`config.mk`:
```
export PLATFORM = sky130hd
export DESIGN_NAME = cpu_step_controller
export DESIGN_NICKNAME = d
export VERILOG_FILES = /design/src/rtl/cpu_step_pkg.sv /design/src/rtl/sync_rise_detect.sv /design/src/rtl/cpu_step_controller.sv
export SDC_FILE = /design/constraint.sdc
export NUM_CORES = 1
export LEC_CHECK = 0
export ABC_CLOCK_PERIOD_IN_PS = 2800
export CAP_MARGIN = 25
export CORE_AREA = 2 2 65 67
export CTS_CLUSTER_SIZE = 28
export DETAILED_ROUTE_END_ITERATION = 6
export DIE_AREA = 0 0 67 69
export PLACE_DENSITY = 0.79
export SETUP_SLACK_MARGIN = 0.1
export SLEW_MARGIN = 30
export SYNTH_ARGS = -nofsm -noshare
export SYNTH_HDL_FRONTEND = slang
export SYNTH_SLANG_ARGS = --single-unit
```
`constraint.sdc`:
```
create_clock -name clockOriginal -period 2.8 [get_ports clockOriginal]
set_clock_uncertainty 0.05 [all_clocks]
set_input_delay 0.84 -clock clockOriginal [delete_from_list [all_inputs] [get_ports clockOriginal]]
set_output_delay 0.84 -clock clockOriginal [all_outputs]
set_load 0.05 [all_outputs]
```
`src/rtl/cpu_step_pkg.sv`:
```
// Shared types and defaults for the CPU step controller.
package cpu_step_pkg;

    typedef enum logic [1:0] {
        HALTED    = 2'd0,
        RUNNING   = 2'd1,
        STEP_WAIT = 2'd2
    } state_t;

    localparam int unsigned DEF_SYNC_STAGES = 2;
    localparam int unsigned DEF_COUNT_W     = 16;

endpackage

```
`src/rtl/sync_rise_detect.sv`:
```
// Multi-stage synchronizer followed by a registered rising-edge pulse.
// All state resets to 1, so an input already high at reset release gives no pulse.
module sync_rise_detect #(
    parameter int unsigned STAGES = 2
) (
    input  logic clockOriginal,
    input  logic resetN,
    input  logic din,
    output logic pulse
);

    logic [STAGES-1:0] chain;
    logic              prev;

    always_ff @(posedge clockOriginal or negedge resetN) begin
        if (!resetN) begin
            chain <= '1;
            prev  <= 1'b1;
            pulse <= 1'b0;
        end else begin
            chain <= {chain[STAGES-2:0], din};
            prev  <= chain[STAGES-1];
            pulse <= chain[STAGES-1] & ~prev;
        end
    end

endmodule

```
`src/rtl/cpu_step_controller.sv`:
```
// Run/step/halt clock-enable generator for the core, paced by the divider's slow wave.
// Optional breakpoint stop is built when CPU_STEP_BREAKPOINT_EN is defined.
module cpu_step_controller
    import cpu_step_pkg::*;
#(
    parameter int unsigned SYNC_STAGES = DEF_SYNC_STAGES,
    parameter int unsigned COUNT_W     = DEF_COUNT_W,
    parameter int unsigned PC_W        = 32
) (
    input  logic               clockOriginal,
    input  logic               resetN,
    input  logic               slowClock,
    input  logic               runButton,
    input  logic               stepButton,
    input  logic               haltButton,
    input  logic [PC_W-1:0]    pcValue,
    input  logic [PC_W-1:0]    breakpointAddr,
    output logic               cpuEnable,
    output logic               running,
    output logic [COUNT_W-1:0] cyclesExecuted,
    output logic               breakHit
);

    logic   tick, runP, stepP, haltP;
    logic   bpStop;
    logic   bpHit;
    logic   firstTick;
    state_t state;

    sync_rise_detect #(.STAGES(SYNC_STAGES)) u_tick (
        .clockOriginal(clockOriginal), .resetN(resetN), .din(slowClock),  .pulse(tick)
    );
    sync_rise_detect #(.STAGES(SYNC_STAGES)) u_run (
        .clockOriginal(clockOriginal), .resetN(resetN), .din(runButton),  .pulse(runP)
    );
    sync_rise_detect #(.STAGES(SYNC_STAGES)) u_step (
        .clockOriginal(clockOriginal), .resetN(resetN), .din(stepButton), .pulse(stepP)
    );
    sync_rise_detect #(.STAGES(SYNC_STAGES)) u_halt (
        .clockOriginal(clockOriginal), .resetN(resetN), .din(haltButton), .pulse(haltP)
    );

`ifdef CPU_STEP_BREAKPOINT_EN
    // First tick after leaving HALTED skips the compare so a step can execute the breakpoint instruction.
    assign bpStop   = !firstTick && (pcValue == breakpointAddr);
    assign breakHit = bpHit;
`else
    logic unused_bp;
    assign bpStop    = 1'b0;
    assign breakHit  = 1'b0;
    assign unused_bp = ^{pcValue, breakpointAddr, firstTick, bpHit};
`endif

    always_ff @(posedge clockOriginal or negedge resetN) begin
        if (!resetN) begin
            state          <= HALTED;
            cpuEnable      <= 1'b0;
            running        <= 1'b0;
            cyclesExecuted <= '0;
            bpHit          <= 1'b0;
            firstTick      <= 1'b0;
        end else begin
            cpuEnable <= 1'b0;
            if (cpuEnable && (cyclesExecuted != '1))
                cyclesExecuted <= cyclesExecuted + {{(COUNT_W-1){1'b0}}, 1'b1};

            case (state)
                HALTED: begin
                    if (!haltP) begin
                        if (stepP) begin
                            state     <= STEP_WAIT;
                            bpHit     <= 1'b0;
                            firstTick <= 1'b1;
                        end else if (runP) begin
                            state     <= RUNNING;
                            running   <= 1'b1;
                            bpHit     <= 1'b0;
                            firstTick <= 1'b1;
                        end
                    end
                end
                STEP_WAIT: begin
                    if (haltP) begin
                        state <= HALTED;
                    end else if (tick) begin
                        state     <= HALTED;
                        firstTick <= 1'b0;
                        if (bpStop) bpHit     <= 1'b1;
                        else        cpuEnable <= 1'b1;
                    end
                end
                RUNNING: begin
                    if (haltP) begin
                        state   <= HALTED;
                        running <= 1'b0;
                    end else if (tick) begin
                        firstTick <= 1'b0;
                        if (bpStop) begin
                            bpHit   <= 1'b1;
                            state   <= HALTED;
                            running <= 1'b0;
                        end else begin
                            cpuEnable <= 1'b1;
                        end
                    end
                end
                default: begin
                    state   <= HALTED;
                    running <= 1'b0;
                end
            endcase
        end
    end

endmodule

```
## Yosys cells after proc, flatten, opt, wreduce, memory -nomap -nowiden

Index checks and enable logic that the tools add are counted.

- Add/sub/neg operators: 1
- Equal/unequal tests: 9
- Mux-type cells: 15
- Bitwise gates (word level): 9
- Reductions and logical operators: 5

Operators with widths:

| cell | count |
|---|---|
| $add A16 B1 Y16 const B | 1 |
| $ne A16 B16 Y1 const B | 1 |
| $mux W2 | 6 |
| $mux W1 | 7 |
| $ne A3 B1 Y1 const B | 2 |
| $pmux W2 S3 | 1 |
| $not A1 Y1 | 5 |
| $reduce_and A5 Y1 | 1 |
| $and A1 B1 Y1 | 4 |
| $ne A2 B1 Y1 const B | 2 |
| $ne A2 B2 Y1 const B | 2 |
| $reduce_and A4 Y1 | 1 |
| $pmux W1 S3 | 1 |
| $eq A2 B1 Y1 const B | 1 |
| $eq A2 B2 Y1 const B | 1 |
| $logic_not A2 Y1 | 1 |
| $reduce_or A2 Y1 | 1 |
| $logic_and A1 B1 Y1 | 1 |

- Register bits: 36
- Word-level logic and storage cells: 55

## Logic depth before layout (Yosys ltp)

- Depth after elaboration: 4
- Depth in mapped cells: 6
- Gate-level depth less buffers: 6

## Modules after synthesis

From an unflattened synthesis, not the netlist that was laid out.

- Cells, all modules: 123
- Area total of the unflattened synthesis: 1516.5 um^2

Modules (own cells, without submodules):

| module | instances | cells an instance | area each (um^2) | seq. area each (um^2) |
|---|---|---|---|---|
| cpu_step_controller | 1 | 103 | 1046.0 | 500.5 |
| sync_rise_detect | 4 | 5 | 117.6 | 103.8 |

## Worst setup path before layout

No wires, ideal clock.

- Path type: register to register
- Start: register cyclesExecuted[0]
- End: register cyclesExecuted[1]
- Library setup time: 128 ps
- Data arrival time: 1929 ps
- Path slack: 693 ps
- Cell stages (with the launch flop): 5
- Path buffers: 0
- Clock period less this slack: 2107 ps
- Cells stage by stage: dfrtp_1 > ha_1 > nand3_4 > o41ai_2 > mux2_1

- Longest elaborated chain between the ends: 2
- Elaborated cells between the ends (all ways): 3

RTL lines:

| item | RTL line | RTL |
|---|---|---|
| from (decl) | cpu_step_controller.sv:20 | `output logic [COUNT_W-1:0] cyclesExecuted,` |
| from (signal assigned) | cpu_step_controller.sv:65 | `cyclesExecuted <= cyclesExecuted + {{(COUNT_W-1){1'b0}}, 1'b1};` |
| parallel branches: the longest is 2 deep, another holds $add A16 B1 Y16 | n/a |  |

Several ways; the timed one is not identified.
A chain may end at the register's enable or synchronous reset.

## Final worst setup path

- Start: register cyclesExecuted[2]
- End: output cyclesExecuted[2]

No word-level cell between the ends.

==> flow_summary_export.csv <==
group,metric,value,unit
synth,synth_edf_count,0,
floorplan,core_region_area,3910,µm²
detailed_routing,drc,0,
run_status,status,"completed",
placement,finalWeightedCongestion,0.856,
floorplan,die_h,69,µm
final_layout,area_growth,25.8,%
pwr,peakVddDrop,0.000616,V
floorplan,row_count,23,
timing,rsz0062_at_grt,"false",
final_layout,n_antenna_cell,0,
final_layout,drive_gt1_share,17.3,%
placement,portBuffers,23,
synth,ys_seq_elements,36,
floorplan,die_x,67,µm
grt,grt_pass1_vias,1056,
synth,yosysTopAreaCellShare,40.2,%
timing,post-route-min-period,2.53,ns
critical_path,worst_ep_arrival_time,1.64,ns
timing,fmax,395,MHz
timing,relSlewSlack,66.2,%
floorplan,num_io_pins,89,
job,maxCapViolations,0,
grt,antenna_found_initial,0,
synth,synth_area_leaders,"dfrtp_1 (40%), dfstp_2 (21%), xnor2_1 (5.9%), ha_1 (3.4%), nand3_1 (2.7%)",
floorplan,initial_utilization,38.1,%
critical_path,crit_start,"cyclesExecuted[2]",
grt,overflow,0,
grt,grt_max_degree,37,
detailed_routing,wl,2780,µm
synth,synth_fp_nets,193,
timing,setup_tns,0,ns
critical_path,worstSetupStartpointType,"flip-flop",
critical_path,crit_end,"cyclesExecuted[2]",
cts,ctsResizeCount,0,
synth,yosysSeqAreaShare,61.4,%
critical_path,cpLargestDelayFamily,"buffers and inverters",
cts,cts_tree,"done",
detailed_routing,firstDrtPassIters,4,
critical_path,worstSetupPathType,"flip-flop to output port",
timing,period_share,90.4,%
min_path,hp-class,"flip-flop to flip-flop",
floorplan,die_area,4620,µm²
cts,cts_sinks,36,
detailed_routing,drt_iter0_markers,19,
cts,hold_buffers,0,
cts,numCtsBuffers,5,
critical_path,path_depth,1,
grt,grt_pass1_wl,4780,µm
pwr,p_per_area,759,nW/µm²
cts,cts_setup_buffers,0,
critical_path,slowest_delay,0.86,ns
critical_path,ff2ff_setup_slack,0.86,ns
synth,yosysWarnings,0,
final_layout,fillers,366,
synth,synth.avg_cell_area,12.5,µm²
cts,cts_max_level,2,
timing,hold_violations,0,
cts,clkLatencyLatePin,0.28,ns
synth,synthCells,119,
detailed_routing,drtAntennaViolNets,0,
synth,ys_types,37,
synth,yosys.area.top_type,"dfrtp_1",
detailed_routing,highest_layer,"met4",
critical_path,cp_num_buf_inv,1,
critical_path,reg2reg_from,"cyclesExecuted[0]",
final_layout,final_nets,223,
pwr,p_leak,0.774,nW
detailed_routing,wl_per_cell,13.9,µm
cts,clk_path_buf_depth,2,
detailed_routing,drt-met1-wl,1210,µm
detailed_routing,viasPerCell,5.07,
critical_path,critPathMaxFanout,7,
critical_path,crit_chain,"clkdlybuf4s50_1",
grt,grtUsageTotal,13.9,%
placement,dp_hpwl,2030,µm
detailed_routing,wl_met3,73,µm
timing,worst_slew_pin_slew,0.505,ns
synth,synth_top_flop_cell,"dfrtp_1",
placement,placed_cell_area,1790,µm²
final_layout,fin_area,1880,µm²
critical_path,rr_worst_depth,4,
critical_path,timing.rr.end,"cyclesExecuted[1]",
critical_path,worstPathRequired,1.91,ns
synth,syn_area,1490,µm²
cts,cts_root_buf,"clkbuf_8",
critical_path,slowest_stage,"clkdlybuf4s50_1",
critical_path,endpoint_kind,"output port",
timing,slew_viol_final,0,
detailed_routing,vias,1013,
timing,setup-violations-final,0,
cts,path_clk_slew,0.06,ns
detailed_routing,wl_met2,1450,µm
synth,ys_async_sr_fraction,100,%
==> where the power goes <==
part	switching (mW)	internal [mW]
Combinational	0.249	0.147
Sequential	0.0746	0.587
Clock	0.172	0.196
==> per-layer routing <==
layer	GRT usage, %	up-vias
met3	4.73	4
li1	-	478
met2	22.8	18
met4	7.71	0
met5	0	-
met1	15.4	513
==> metrics by stage <==
stage / hold slack [ns] / setup slack, ns / power [mW] / cells / util, %
2_1_floorplan: 0.295 / 0.693 / 0.922 / 119 / -
3_3_place_gp: 0.296 / 0.585 / 1.03 / 192 / 45.6
3_5_place_dp: 0.297 / 0.576 / 1.07 / 192 / 45.6
4_1_cts: 0.307 / 0.258 / 1.44 / 200 / 48.0
5_1_grt: 0.310 / 0.198 / 1.50 / 200 / 48.0
6_report: 0.308 / 0.269 / 1.43 / 200 / 48.0
==> sequential cells by signal (all words and copies together) (netlist names) <==
| signal | flops |
|---|---|
| u_step.chain | 2 |
| u_run.chain | 2 |
| cpuEnable | 1 |
| u_run.pulse | 1 |
| u_tick.pulse | 1 |
| u_tick.chain | 2 |
| u_step.prev | 1 |
| u_halt.pulse | 1 |
| u_step.pulse | 1 |
| u_halt.prev | 1 |
| u_run.prev | 1 |
| u_halt.chain | 2 |
| cyclesExecuted | 16 |
| state | 2 |
| running | 1 |
| u_tick.prev | 1 |
==> cells in the mapped netlist (2+ instances only) <==
| cell type | count |
|---|---|
| inv_1 | 3 |
| nor2_1 | 5 |
| ha_1 | 4 |
| nand2b_1 | 2 |
| nor2b_1 | 6 |
| xor2_1 | 2 |
| nand4_1 | 5 |
| and3_1 | 2 |
| dfrtp_1 | 24 |
| o21ai_0 | 3 |
| xnor2_1 | 10 |
| nor4_1 | 2 |
| o2111ai_1 | 2 |
| dfstp_2 | 12 |
| nand2_1 | 8 |
| nand3_1 | 8 |
==> kinds of logic (layout without fill, tap and decap cells) <==
| group | Yosys count | after routing | share of synthesized area, % |
|---|---|---|---|
| buffers and inverters | 4 | 35 | 1.26 |
| DFF | 36 | 36 | 61.4 |
| and+or+nand+nor | 45 | 45 | 17.6 |
| xor gates and xnor gates | 12 | 12 | 7.04 |
| muxes | 2 | 2 | 1.51 |
| other | 1 | 1 | 0.251 |
| AOI/OAI and AO/OA | 15 | 15 | 7.63 |
| adders and majority gates | 4 | 4 | 3.35 |
==> placed cells by master (no fill, tap or decap), types with 2 or more instances in the layout <==
cell type and instances:
and3_1 2, clkbuf_8 6, clkdlybuf4s50_1 23, clkinv_2 2, dfrtp_1 24, dfstp_2 12
ha_1 4, inv_1 3, nand2_1 8, nand2b_1 2, nand3_1 8, nand4_1 5
nor2_1 5, nor2b_1 6, nor4_1 2, o2111ai_1 2, o21ai_0 3, xnor2_1 10
xor2_1 2
==> worst min path at each step <==
stage                    start              end  depth (start not counted)
3_5_place_dp   u_tick.chain[0]  u_tick.chain[1]                          0
2_1_floorplan  u_halt.chain[0]  u_halt.chain[1]                          0
5_1_grt        u_tick.chain[0]  u_tick.chain[1]                          0
4_1_cts        u_tick.chain[0]  u_tick.chain[1]                          0
3_3_place_gp   u_tick.chain[0]  u_tick.chain[1]                          0
6_report       u_step.chain[0]  u_step.chain[1]                          0
==> area by class of cell <==
class | instances | area (µm²) | share of cell area [%]
clock buffers | 6 | 82.6 | 4.40
repair buffers | 24 | 238 | 12.7
clock inverters | 2 | 10.0 | 0.533
well taps | 50 | 62.6 | 3.33
flip-flops and latches | 36 | 916 | 48.8
inverters | 3 | 11.3 | 0.600
multi-input cells | 79 | 558 | 29.7
(Power assumes the default switching activity.)
